[config.mk]
export PLATFORM = sky130hd
export DESIGN_NAME = alu_multicycle
export DESIGN_NICKNAME = d
export VERILOG_FILES = /design/src/rtl/alu_multicycle.sv
export SDC_FILE = /design/constraint.sdc
export NUM_CORES = 1
export LEC_CHECK = 0
export ABC_AREA = 1
export CAP_MARGIN = 10
export CORE_MARGIN = 2
export CORE_UTILIZATION = 45
export CTS_CLUSTER_DIAMETER = 100
export DETAILED_ROUTE_END_ITERATION = 8
export PLACE_DENSITY = 0.64
export SLEW_MARGIN = 10
export SYNTH_ARGS = -nofsm -noshare
export SYNTH_HDL_FRONTEND = slang
export SYNTH_SLANG_ARGS = --single-unit
export TNS_END_PERCENT = 1
[constraint.sdc]
create_clock -name clk -period 3.6 [get_ports clk]
set_clock_uncertainty 0.1 [all_clocks]
set_input_delay 0.9 -clock clk [delete_from_list [all_inputs] [get_ports clk]]
set_output_delay 0.9 -clock clk [all_outputs]
set_load 0.03 [all_outputs]
[src/rtl/alu_multicycle.sv]
// Clocked EX-stage ALU: single-cycle logic/arith/compare plus iterative multiply/divide into HI/LO.
// Define ALU_MULTICYCLE_DIV_EN to build the divider; without it DIV/DIVU complete as Illegal.
module alu_multicycle #(
    parameter int WIDTH = 32,
    parameter int CNT_W = $clog2(WIDTH + 1)
) (
    input  logic             clk,
    input  logic             reset_n,
    input  logic             Start,
    input  logic [3:0]       ALU_Ctl,
    input  logic [WIDTH-1:0] A,
    input  logic [WIDTH-1:0] B,
    output logic [WIDTH-1:0] Output,
    output logic             Zero,
    output logic             Overflow,
    output logic             DivZero,
    output logic             Illegal,
    output logic             Busy,
    output logic             Done
);

    localparam logic [3:0] OP_AND   = 4'b0000;
    localparam logic [3:0] OP_OR    = 4'b0001;
    localparam logic [3:0] OP_ADD   = 4'b0010;
    localparam logic [3:0] OP_SLTU  = 4'b0011;
    localparam logic [3:0] OP_SUB   = 4'b0110;
    localparam logic [3:0] OP_SLT   = 4'b0111;
    localparam logic [3:0] OP_MULTU = 4'b1000;
    localparam logic [3:0] OP_MULT  = 4'b1001;
    localparam logic [3:0] OP_NOR   = 4'b1100;
    localparam logic [3:0] OP_MFHI  = 4'b1101;
    localparam logic [3:0] OP_MFLO  = 4'b1110;
`ifdef ALU_MULTICYCLE_DIV_EN
    localparam logic [3:0] OP_DIVU  = 4'b1010;
    localparam logic [3:0] OP_DIV   = 4'b1011;

    typedef enum logic [1:0] {S_IDLE, S_MUL, S_DIV, S_FIX} state_t;
`else
    typedef enum logic [1:0] {S_IDLE, S_MUL, S_FIX} state_t;
`endif

    state_t             state_q, state_d;
    logic [CNT_W-1:0]   cnt_q, cnt_d;
    logic [2*WIDTH-1:0] p_q, p_d;
    logic [WIDTH-1:0]   m_q, m_d;
    logic               neg_lo_q, neg_lo_d;
    logic [WIDTH-1:0]   hi_q, hi_d, lo_q, lo_d, out_q, out_d;
    logic               ovf_q, ovf_d, dz_q, dz_d, ill_q, ill_d, done_q, done_d;

    logic [WIDTH-1:0]   add_res, sub_res, a_abs, b_abs;
    logic               add_ovf, sub_ovf, slt_bit, sltu_bit, sgn;
    logic [WIDTH:0]     mul_sum;
    logic [2*WIDTH-1:0] mul_next, fix_prod;

    assign add_res  = A + B;
    assign sub_res  = A - B;
    assign add_ovf  = (A[WIDTH-1] == B[WIDTH-1]) && (add_res[WIDTH-1] != A[WIDTH-1]);
    assign sub_ovf  = (A[WIDTH-1] != B[WIDTH-1]) && (sub_res[WIDTH-1] != A[WIDTH-1]);
    assign slt_bit  = $signed(A) < $signed(B);
    assign sltu_bit = A < B;
    assign a_abs    = A[WIDTH-1] ? -A : A;
    assign b_abs    = B[WIDTH-1] ? -B : B;
    // Bit 0 of the opcode separates MULT/DIV (signed) from MULTU/DIVU.
    assign sgn      = ALU_Ctl[0];

    // Shift-add step: upper half accumulates the multiplicand, lower half shifts the multiplier out.
    assign mul_sum  = {1'b0, p_q[2*WIDTH-1:WIDTH]} + (p_q[0] ? {1'b0, m_q} : {(WIDTH+1){1'b0}});
    assign mul_next = {mul_sum, p_q[WIDTH-1:1]};
    assign fix_prod = neg_lo_q ? -mul_next : mul_next;

`ifdef ALU_MULTICYCLE_DIV_EN
    logic               neg_hi_q, neg_hi_d, is_div_q, is_div_d;
    logic [WIDTH:0]     div_shift;
    logic [WIDTH-1:0]   div_sub, quo, rem;
    logic               div_ge;
    logic [2*WIDTH-1:0] div_next;

    // Restoring step: remainder in the upper half, dividend shifts out / quotient shifts in below.
    assign div_shift = {p_q[2*WIDTH-1:WIDTH], p_q[WIDTH-1]};
    assign div_ge    = div_shift >= {1'b0, m_q};
    assign div_sub   = div_shift[WIDTH-1:0] - m_q;
    assign div_next  = div_ge ? {div_sub, p_q[WIDTH-2:0], 1'b1}
                              : {div_shift[WIDTH-1:0], p_q[WIDTH-2:0], 1'b0};
    assign quo       = neg_lo_q ? -div_next[WIDTH-1:0] : div_next[WIDTH-1:0];
    assign rem       = neg_hi_q ? -div_next[2*WIDTH-1:WIDTH] : div_next[2*WIDTH-1:WIDTH];
`endif

    always_comb begin
        state_d  = state_q;
        cnt_d    = cnt_q;
        p_d      = p_q;
        m_d      = m_q;
        neg_lo_d = neg_lo_q;
        hi_d     = hi_q;
        lo_d     = lo_q;
        out_d    = out_q;
        ovf_d    = ovf_q;
        dz_d     = dz_q;
        ill_d    = ill_q;
        done_d   = 1'b0;
`ifdef ALU_MULTICYCLE_DIV_EN
        neg_hi_d = neg_hi_q;
        is_div_d = is_div_q;
`endif
        case (state_q)
            S_IDLE: begin
                if (Start) begin
                    done_d = 1'b1;
                    ovf_d  = 1'b0;
                    dz_d   = 1'b0;
                    ill_d  = 1'b0;
                    case (ALU_Ctl)
                        OP_AND:  out_d = A & B;
                        OP_OR:   out_d = A | B;
                        OP_NOR:  out_d = ~(A | B);
                        OP_ADD:  begin out_d = add_res; ovf_d = add_ovf; end
                        OP_SUB:  begin out_d = sub_res; ovf_d = sub_ovf; end
                        OP_SLT:  out_d = WIDTH'(slt_bit);
                        OP_SLTU: out_d = WIDTH'(sltu_bit);
                        OP_MFHI: out_d = hi_q;
                        OP_MFLO: out_d = lo_q;
                        OP_MULTU, OP_MULT: begin
                            done_d   = 1'b0;
                            state_d  = S_MUL;
                            cnt_d    = '0;
                            p_d      = {{WIDTH{1'b0}}, sgn ? b_abs : B};
                            m_d      = sgn ? a_abs : A;
                            neg_lo_d = sgn && (A[WIDTH-1] ^ B[WIDTH-1]);
`ifdef ALU_MULTICYCLE_DIV_EN
                            is_div_d = 1'b0;
`endif
                        end
`ifdef ALU_MULTICYCLE_DIV_EN
                        OP_DIVU, OP_DIV: begin
                            if (B == '0) begin
                                lo_d  = '1;
                                hi_d  = A;
                                out_d = '1;
                                dz_d  = 1'b1;
                            end else begin
                                done_d   = 1'b0;
                                state_d  = S_DIV;
                                cnt_d    = '0;
                                p_d      = {{WIDTH{1'b0}}, sgn ? a_abs : A};
                                m_d      = sgn ? b_abs : B;
                                neg_lo_d = sgn && (A[WIDTH-1] ^ B[WIDTH-1]);
                                neg_hi_d = sgn && A[WIDTH-1];
                                is_div_d = 1'b1;
                            end
                        end
`endif
                        default: begin
                            out_d = '0;
                            ill_d = 1'b1;
                        end
                    endcase
                end
            end
            // The last of the WIDTH steps is folded into FIX so Done lands WIDTH+1 cycles after Start.
            S_MUL: begin
                p_d   = mul_next;
                cnt_d = cnt_q + CNT_W'(1);
                if (cnt_q == CNT_W'(WIDTH - 2)) state_d = S_FIX;
            end
`ifdef ALU_MULTICYCLE_DIV_EN
            S_DIV: begin
                p_d   = div_next;
                cnt_d = cnt_q + CNT_W'(1);
                if (cnt_q == CNT_W'(WIDTH - 2)) state_d = S_FIX;
            end
`endif
            S_FIX: begin
                state_d = S_IDLE;
                done_d  = 1'b1;
                ovf_d   = 1'b0;
                dz_d    = 1'b0;
                ill_d   = 1'b0;
`ifdef ALU_MULTICYCLE_DIV_EN
                if (is_div_q) begin
                    hi_d  = rem;
                    lo_d  = quo;
                    out_d = quo;
                end else begin
                    hi_d  = fix_prod[2*WIDTH-1:WIDTH];
                    lo_d  = fix_prod[WIDTH-1:0];
                    out_d = fix_prod[WIDTH-1:0];
                end
`else
                hi_d  = fix_prod[2*WIDTH-1:WIDTH];
                lo_d  = fix_prod[WIDTH-1:0];
                out_d = fix_prod[WIDTH-1:0];
`endif
            end
            default: state_d = S_IDLE;
        endcase
    end

    always_ff @(posedge clk) begin
        if (!reset_n) begin
            state_q  <= S_IDLE;
            cnt_q    <= '0;
            p_q      <= '0;
            m_q      <= '0;
            neg_lo_q <= 1'b0;
            hi_q     <= '0;
            lo_q     <= '0;
            out_q    <= '0;
            ovf_q    <= 1'b0;
            dz_q     <= 1'b0;
            ill_q    <= 1'b0;
            done_q   <= 1'b0;
`ifdef ALU_MULTICYCLE_DIV_EN
            neg_hi_q <= 1'b0;
            is_div_q <= 1'b0;
`endif
        end else begin
            state_q  <= state_d;
            cnt_q    <= cnt_d;
            p_q      <= p_d;
            m_q      <= m_d;
            neg_lo_q <= neg_lo_d;
            hi_q     <= hi_d;
            lo_q     <= lo_d;
            out_q    <= out_d;
            ovf_q    <= ovf_d;
            dz_q     <= dz_d;
            ill_q    <= ill_d;
            done_q   <= done_d;
`ifdef ALU_MULTICYCLE_DIV_EN
            neg_hi_q <= neg_hi_d;
            is_div_q <= is_div_d;
`endif
        end
    end

    assign Output   = out_q;
    assign Zero     = (out_q == '0);
    assign Overflow = ovf_q;
    assign DivZero  = dz_q;
    assign Illegal  = ill_q;
    assign Busy     = (state_q != S_IDLE);
    assign Done     = done_q;

endmodule

### Word level (Yosys, flattened, before mapping)

Cells that the tools add are included.

| word-level totals | value |
|---|---|
| register bits | 205 |
| input bits | 71 |
| logic and storage cells | 92 |

| operators by class | value |
|---|---|
| add/sub/neg operators | 7 |
| $lt $le $gt $ge | 2 |
| eq/ne operators | 21 |
| muxes and demuxes | 30 |
| bitwise operators | 4 |
| reduce and logical (&&, ||, !) cells | 16 |

Operator list:

| operator | count |
|---|---|
| 32-bit case mux with 10 select lines | 1 |
| 32-bit 2-to-1 mux | 6 |
| 64-bit 2-to-1 mux | 3 |
| 64-bit case mux with 2 select lines | 1 |
| 32-bit < comparator | 2 |
| 32-bit negator | 2 |
| 64-bit negator | 1 |
| 32-bit case mux with 2 select lines | 1 |
| 32-bit by 32-bit adder with 33-bit output | 1 |
| 32-bit adder | 1 |
| 32-bit AND | 1 |
| 32-bit zero test | 1 |
| 32-bit inverter | 1 |
| 32-bit bitwise OR | 1 |
| 32-bit subtractor | 1 |
| 4-bit == test (second input constant) | 5 |
| 6-bit 2-to-1 mux | 2 |
| 6-bit case mux with 2 select lines | 1 |
| 3-bit AND reduction | 4 |
| 11-bit OR reduction | 1 |
| 1-bit case mux with 2 select lines | 5 |
| 4-bit by 2-bit == test with 1-bit output (second input constant) | 2 |
| 4-bit by 3-bit == test with 1-bit output (second input constant) | 2 |
| 6-bit by 1-bit adder with 6-bit output (second input constant) | 1 |
| 18 further kinds | 33 |

### Logic depth before layout (Yosys ltp)

Gate-level depths: netlist of the first run.

| depth | value |
|---|---|
| word-level depth | 6 |
| mapped depth | 26 |
| gate-level depth less buffers | 24 |

### Least setup slack after synthesis of the first run

Ideal clock, no wire load.

| timing | value |
|---|---|
| path kind | register -> register |
| start | register p_q[0] |
| end | register hi_q[27] |
| library setup time | 109 ps |
| data arrival time | 2912 ps |
| required time | 3391 ps |
| slack | 479 ps |
| cell stages (with the launch flop) | 23 |
| cell sequence | dfxtp_1 -> clkbuf_1 -> clkbuf_1 -> nand2_1 -> inv_1 -> ha_1 -> fa_1 -> inv_1 -> nand2_1 -> nor2_1 -> nand3b_1 -> nor2_1 -> nand3_2 -> nor2_4 -> nand3_2 -> nand2_2 -> nand2_4 -> nor2_8 -> nand2_1 -> nand2_1 -> nand3_1 -> nand2_1 -> inv_1 |

| on the way | value |
|---|---|
| word-level cells in the longest chain between the ends | 4 |

RTL lines:

| element | RTL line | text |
|---|---|---|
| start, declared | 44 | `logic [2*WIDTH-1:0] p_q, p_d;` |
| start signal, assigned | 219 | `p_q <= p_d;` |
| 32-bit 2-to-1 mux (*) | 67 | `assign mul_sum = {1'b0, p_q[2*WIDTH-1:WIDTH]} + (p_q[0] ? {1'b0, m_q} : {(WIDTH+1){1'b0}});` |
| 32-bit by 32-bit adder with 33-bit output (*) | 67 |  |
| 64-bit negator | 69 | `assign fix_prod = neg_lo_q ? -mul_next : mul_next;` |
| 64-bit 2-to-1 mux (*) | 69 |  |
| end signal, assigned | 222 | `hi_q <= hi_d;` |
| end, declared | 47 | `logic [WIDTH-1:0] hi_q, hi_d, lo_q, lo_d, out_q, out_d;` |

Every way passes the cells marked *; elsewhere a longest branch is shown, timed or not.
A chain may end at the register's enable or synchronous reset.

### Worst setup path in the final report of the first run

| timing | value |
|---|---|
| start | input port B[1] |
| end | register p_q[31] |

| on the way | value |
|---|---|
| word-level cells in the longest chain between the ends | 6 |

RTL lines:

| element | RTL line | text |
|---|---|---|
| start, declared | 12 | `input logic [WIDTH-1:0] B,` |
| 32-bit negator | 62 | `assign b_abs = B[WIDTH-1] ? -B : B;` |
| 32-bit 2-to-1 mux | 62 |  |
| 32-bit 2-to-1 mux | 126 | `p_d = {{WIDTH{1'b0}}, sgn ? b_abs : B};` |
| 64-bit 2-to-1 mux | 112 | `case (ALU_Ctl)` |
| 64-bit 2-to-1 mux | 107 | `if (Start) begin` |
| 64-bit case mux with 2 select lines | 105 | `case (state_q)` |

No other way between the ends. The select of a mux whose other input is x is not followed.

==> results of run 1 <==
==> sequential cells by signal, summed over array words and instances (netlist names), 2 cells and up <==
signal,cells
Output,32
lo_q,32
p_q,64
hi_q,32
state_q,2
m_q,32
cnt_q,6
==> layout make-up <==
cell class / instances / area (µm²)
antenna: 1 / 2.502
inverter: 462 / 1734
clock buffer: 35 / 704.4
multi-input combinational: 2466 / 13030
fill: 4183 / 17250
timing repair buffer: 554 / 4508
clock inverter: 11 / 151.4
sequential: 204 / 4084
tap: 539 / 674.4
==> placed cells by master (no fill, tap or decap), types with 4 or more instances in the layout <==
cell             count
inv_1              448
a221oi_1             6
a32o_1               4
nand2_2             33
dfxtp_1            204
clkbuf_16           26
nand3b_1             8
or2_2                5
clkbuf_1             7
o31ai_1              4
nor2_4               9
xnor2_1              4
buf_4              440
clkdlybuf4s50_1    105
nor3_2               9
o21ai_0            325
nor2_2              27
o21bai_1            10
nor3_1              39
o21ai_1              8
clkinv_1             5
o221ai_1            14
a21oi_1            273
nand4_1             39
nor2_1             303
a31oi_1             26
nor4_1              15
xor2_1              48
o211ai_1            18
nand3_1            220
a21o_1               6
buf_12               7
a21boi_0             5
a22o_1              12
ha_1               130
nand3_2             12
inv_2                9
o22ai_1              5
nand2_1            787
a211oi_1            32
==> cell usage after synthesis, types with 8 or more instances <==
| cell | n |
|---|---|
| nand3_1 | 222 |
| o221ai_1 | 14 |
| a31oi_1 | 26 |
| ha_1 | 133 |
| buf_2 | 17 |
| o21ai_0 | 326 |
| nor3_1 | 40 |
| dfxtp_1 | 204 |
| nand3_2 | 10 |
| nor3_2 | 8 |
| nor2_2 | 20 |
| clkbuf_1 | 87 |
| a211oi_1 | 32 |
| nor4_1 | 15 |
| o21bai_1 | 10 |
| buf_1 | 12 |
| inv_1 | 449 |
| inv_2 | 8 |
| a21oi_1 | 273 |
| xor2_1 | 48 |
| o211ai_1 | 18 |
| nand2_2 | 27 |
| nand2_1 | 793 |
| nand3b_1 | 8 |
| nor2_1 | 313 |
| nand4_1 | 39 |
| a22o_1 | 12 |
==> cells by family after synthesis <==
logic type,after synthesis
AOI/OAI and AO/OA,758
xor gates and xnor gates,54
and+or+nand+nor,1517
other,1
buffers and inverters,589
adders and majority gates,136
DFF,204
==> metrics by stage <==
| stage | worst slack (ns) | area, µm² | instances |
|---|---|---|---|
| after floorplan | 0.4793 | 19320 | 3259 |
| after global placement | -0.3781 | 23980 | 4225 |
| after detailed placement | -0.4229 | 23980 | 4225 |
| after CTS | 0.1694 | 24830 | 4271 |
| after global routing | 0.005144 | 24890 | 4271 |
| final | 0.1170 | 24890 | 4272 |
==> tightest hold or removal path: stages, from the launching register on <==
cell and delay, ns:
dfxtp_1 0.31, nand2_1 0.06, o21ai_1 0.05
==> report_power, final <==
part	leakage (nW)	switching, W	total [W]	internal, W
Combinational	10.4	0.00146	0.00239	0.000933
Clock	0.406	0.00118	0.00271	0.00153
Sequential	1.65	0.0000594	0.00237	0.00231
Total	12.4	0.00269	0.00747	0.00478
==> layer usage <==
metal / wire (µm) / share of wire (%)
met5: 8 / 0.0085
met2: 39340 / 42
met4: 5234 / 5.6
met3: 9545 / 10
met1: 40140 / 43
==> what timing repair did <==
item	CTS	global route
pin swaps	1	0
resized for setup	1	20
endpoints found under the setup margin	1	13
endpoints found under the hold margin	0	0
==> worst max path at each step <==
stage          startpoint   endpoint  slack [ns]
6_report             B[1]    p_q[31]        0.12
5_1_grt            p_q[0]   hi_q[27]       0.005
4_1_cts              B[5]  Output[0]        0.17
3_5_place_dp         B[5]  Output[0]       -0.42
3_3_place_gp         B[5]  Output[0]       -0.38
2_1_floorplan      p_q[0]   hi_q[27]        0.48
==> metrics, run 1 <==
crit share post-route 96.75%; Synth Area in Simple Gates 33.80%; Initial Util 45.86%; Synth Flop Type dfxtp_1; total gr overflow 0; core area 42130 µm²; reg2reg setup slack 0.16 ns; Slew Limit Fails 0; WP data arrival 3.91 ns; clock slew at reported path FFs 0.06 ns; Least-Margin Pin Slew 1.049 ns; DRT Wirelength 94270 µm; share of cells above drive strength 1 16.18%; mux share of post-synthesis cell area 0%; worst path required time 4.03 ns; Critical path buffers and inverters 4; asr flop ratio synth 0%; Slowest-stage cell, CP clkdlybuf4s50_1; post-synth cell types 60; Post-synth EDFFs 0; GRT met2 Usage 61.96%; DRT iter0 DRCs 3220; FF-to-FF End hi_q[29]; post-synthesis net count 3466; DR vias 24920; GR Util All Layers 41.10%; R2R Path Start p_q[0]; RSZ-0062 raised after global routing no; global-route wire length before repair 138000 µm; post-synthesis sequential element count 204; Total Power 0.007472 W; met3 Track Usage GR 8.906%; post-synthesis adder-cell area fraction 8.924%; H-tree lvl count 1; critical path depth 15; post-synthesis cell count 3259; antenna violations before repair 1; fmax 287.1 MHz; Crit path largest cell delay 0.46 ns; outcome completed; TritonCTS clock tree built; CP cell instances clkdlybuf4s50_1, inv_1, buf_4, nand3_1, nor2_1, nand2_1, nor3_2, nand4_1, nor2_1, nand2_1, inv_1, nand4_1, o21ai_0, nand3_1, a21oi_1; PwrDens 300.2 nW/µm²; cts bufs inserted 26; utilization after layout 59.07%; area growth from synthesis to layout 28.82%; maximum vdd drop 0.3582 mV; maxcap violations 0; minimum clock period 3.483 ns; Avg Cell Area, Syn 5.929 µm²; drt first pass iters 7; Synth top area share 21.14%; hold path depth 2; post-synthesis compound-gate area fraction 21.70%; clk_lat worst skew 0.60 ns; clk sink count 204; Worst Hold Launch m_q[31]; largest family of logic cells by synthesized area simple AND/OR/NAND/NOR gates; leakage 12.41 nW; CP startpoint kind input port; Die Y 211.2 µm; die width 211.2 µm; Syn. warnings 0; count of endpoints failing setup in the final report 0; Worst Setup End Kind flip-flop; dpl hpwl 76570 µm; hold_ws 0.3619 ns; vias in the first global route 22910; CP delay by family, top simple AND/OR/NAND/NOR gates; busiest metal layer after global routing met2; Avg WL per Cell 22.07 µm; Max Root-Sink Buffers 3; CTS Root Buffer Type clkbuf_16; hold crit path type reg2reg; routability cong. 1.010; DR DRC count 0; Final Hold Fails 0; met1 usage 55.81%; worst-path maximum fanout 4; io pins 109; Yosys top cell by area dfxtp_1; WS Path Type in2reg; Rows 75; setup bufs post-CTS 0; Hold Buf Count CTS 0; IO Port Bufs 107; max_slew headroom 29.99%; die area 44610 µm²; Netlist Area Pre-Place 19320 µm²; # nets final 3921; largest net degree at the start of global routing 106; Worst R2R Path Depth 18; via/cell ratio 5.833; Seq/Total Area, Yosys 21.14%; main area contributors after synthesis dfxtp_1, nand2_1, inv_1, ha_1, o21ai_0; Detail Route Antenna Nets 0; Hold EP m_q[31]; setup TNS 0 ns; XOR/XNOR Fraction of Synth Area 2.584%
(Power assumes the default switching activity.)
==> inputs of run 2 (changes only) <==
Settings changed: REMOVE_ABC_BUFFERS from default to 1.
Clock period 3.6 ns to 4.2 ns, I/O delays scaled along.
==> run 2 against run 1 <==
Against the previous run:
- flip-flop and latch count unchanged
- wire length down 9.7%
- sequential share of layout area up 1.5 points
- via count down 7.4%
- sequential power down 14%
- clock power down 6%
- clock-buffer cell count down 1
- first-iteration DRC count down 21%
- critical path depth up 3
- cell count down 6.7%
==> metrics, run 2 (synthesis results as in run 1) <==
setup ws final 0.3454 ns (+0.2284 ns); GR Util All Layers 37.44% (-3.7 points); utilization after layout 53.99% (-5.1 points); maximum vdd drop 0.4849 mV (+35%); TritonCTS clock tree built; Max Root-Sink Buffers 3 (unchanged); die width 211.2 µm (unchanged); total gr overflow 0 (unchanged); CP cell instances buf_4, nand2_1, inv_1, fa_1, inv_1, nand2_1, nor2_1, nand3b_1, nor2_1, nand3_2, nor2_4, nand3_1, nor2_1, nand3_1, nand3_1, nand2_1, nor2_1, nor2_1; Critical path buffers and inverters 3 (-1); antenna violations before repair 0 (-1); hold crit path type reg2reg; Most flops, register p_q; clock slew at reported path FFs 0.06 ns (about the same); Initial Util 45.86% (unchanged); DRT Wirelength 85110 µm (-9.7%); drt first pass iters 7 (unchanged); vias in the first global route 21190 (-7.5%); DRT iter0 DRCs 2545 (-21%); CP most frequent cell nor2_1; DR DRC count 0 (unchanged); Crit path largest cell delay 0.42 ns (-0.04 ns); DR vias 23070 (-7.4%); core area 42130 µm² (unchanged); leakage 11.08 nW (-11%); most frequent cells in the layout nand2_1, inv_1, o21ai_0; IO Port Bufs 107 (unchanged); io pins 109 (unchanged); Setup WS pre-CTS -0.04987 ns (+0.3730 ns); Worst Setup End Kind flip-flop; Detail Route Antenna Nets 0 (unchanged); die area 44610 µm² (unchanged); CTS Root Buffer Type clkbuf_16; share of cells above drive strength 1 8.819% (-7.4 points); PwrDens 275.9 nW/µm² (-8.1%); H-tree lvl count 1 (unchanged); Rows 75 (unchanged); max reg flops 64 (unchanged); via/cell ratio 5.789 (-0.75%); Antenna diodes 0 (-1); count of endpoints failing setup in the final report 0 (unchanged); worst-path maximum fanout 31 (+27); routability cong. 1.031 (+2.1%); clk_lat worst skew 0.56 ns (-0.04 ns); CP delay by family, top simple AND/OR/NAND/NOR gates; outcome completed; Slowest-stage cell, CP fa_1; Final Hold Fails 0 (unchanged); worst path required time 4.53 ns (+0.50 ns); Avg WL per Cell 21.35 µm (-3.2%); Die Y 211.2 µm (unchanged); minimum clock period 3.855 ns; max_slew headroom 29.47% (-0.51 points); global-route wire length before repair 127100 µm (-7.9%); Least-Margin Pin Slew 1.057 ns (+0.007717 ns); area growth from synthesis to layout 17.74%; leading cell type in the layout, fill and taps excluded nand2_1; WS Path Type reg2reg; # nets final 3635 (-7.3%); crit share post-route 91.78%; clk sink count 204 (unchanged); RSZ-0062 raised after global routing no; fmax 259.4 MHz; maxcap violations 0 (unchanged); largest net degree at the start of global routing 67 (-37%); dpl hpwl 68880 µm (-10%); WP data arrival 4.19 ns (+0.28 ns); Hold Buf Count CTS 0 (unchanged); cts bufs inserted 26 (unchanged); setup TNS 0 ns (unchanged); setup bufs post-CTS 0 (unchanged); CP startpoint kind flip-flop; hold_ws 0.3606 ns (-0.001282 ns); Resized Gates After CTS 0 (-1); Slew Limit Fails 0 (unchanged)
==> run 2: changes by cell type in the layout (fill, tap and decap cells not counted), moves of 4 or more <==
cell	before	now
buf_4	440	158
bufinv_16	2	6
nand2_1	787	793
nand2_2	33	27
nor2_1	303	309
nor2_2	27	22
==> run 2: cell type report <==
cell class,instances,area [µm²]
multi-input combinational,2466,12970
fill,4328,19380
clock buffer,34,732.0
clock inverter,13,222.7
sequential,204,4084
timing repair buffer,268,2327
inverter,462,1734
tap,539,674.4
==> run 2: worst register-to-register path, cell delays in order (launching register included) <==
cell and delay (ns):
dfxtp_1 0.35, buf_4 0.35, nand2_1 0.10, inv_1 0.11
fa_1 0.42, inv_1 0.21, nand2_1 0.08, nor2_1 0.33
nand3b_1 0.13, nor2_1 0.40, nand3_2 0.16, nor2_4 0.22
nand3_1 0.16, nor2_1 0.13, nand3_1 0.16, nand3_1 0.11
nand2_1 0.05, nor2_1 0.11, nor2_1 0.05
==> run 2: path summary, 6_finish.rpt <==
kind | start | end | slack (ns) | depth (start not counted)
hold reg to reg | m_q[31] | m_q[31] | 0.36 | 2
setup / recovery | p_q[0] | hi_q[29] | 0.35 | 18
setup reg to reg | p_q[0] | hi_q[29] | 0.35 | 18
hold / removal | m_q[31] | m_q[31] | 0.36 | 2
==> run 2: where the power goes <==
group | switching [W] | leakage, nW | internal [W]
combinational | 0.00113 | 8.96 | 0.000568
clock | 0.000967 | 0.460 | 0.00159
sequential | 0.0000431 | 1.65 | 0.00198
==> run 2: stage by stage <==
step	instances	power, W	area, µm²
CTS	3986	0.006239	22750
detailed placement	3939	0.003703	21790
global placement	3939	0.003693	21790
global route	3986	0.006488	22750
finish	3986	0.006277	22750
floorplan	3132	0.002944	18770
==> run 2: metal layers <==
metal	routed length (µm)	share of wire (%)	up-vias	GRT usage [%]
li1	-	-	11020	-
met1	36590	43	10640	50.12
met2	35880	42	1170	57.62
met3	7319	8.6	242	6.572
met4	5317	6.2	0	19.26
met5	0	0	-	0
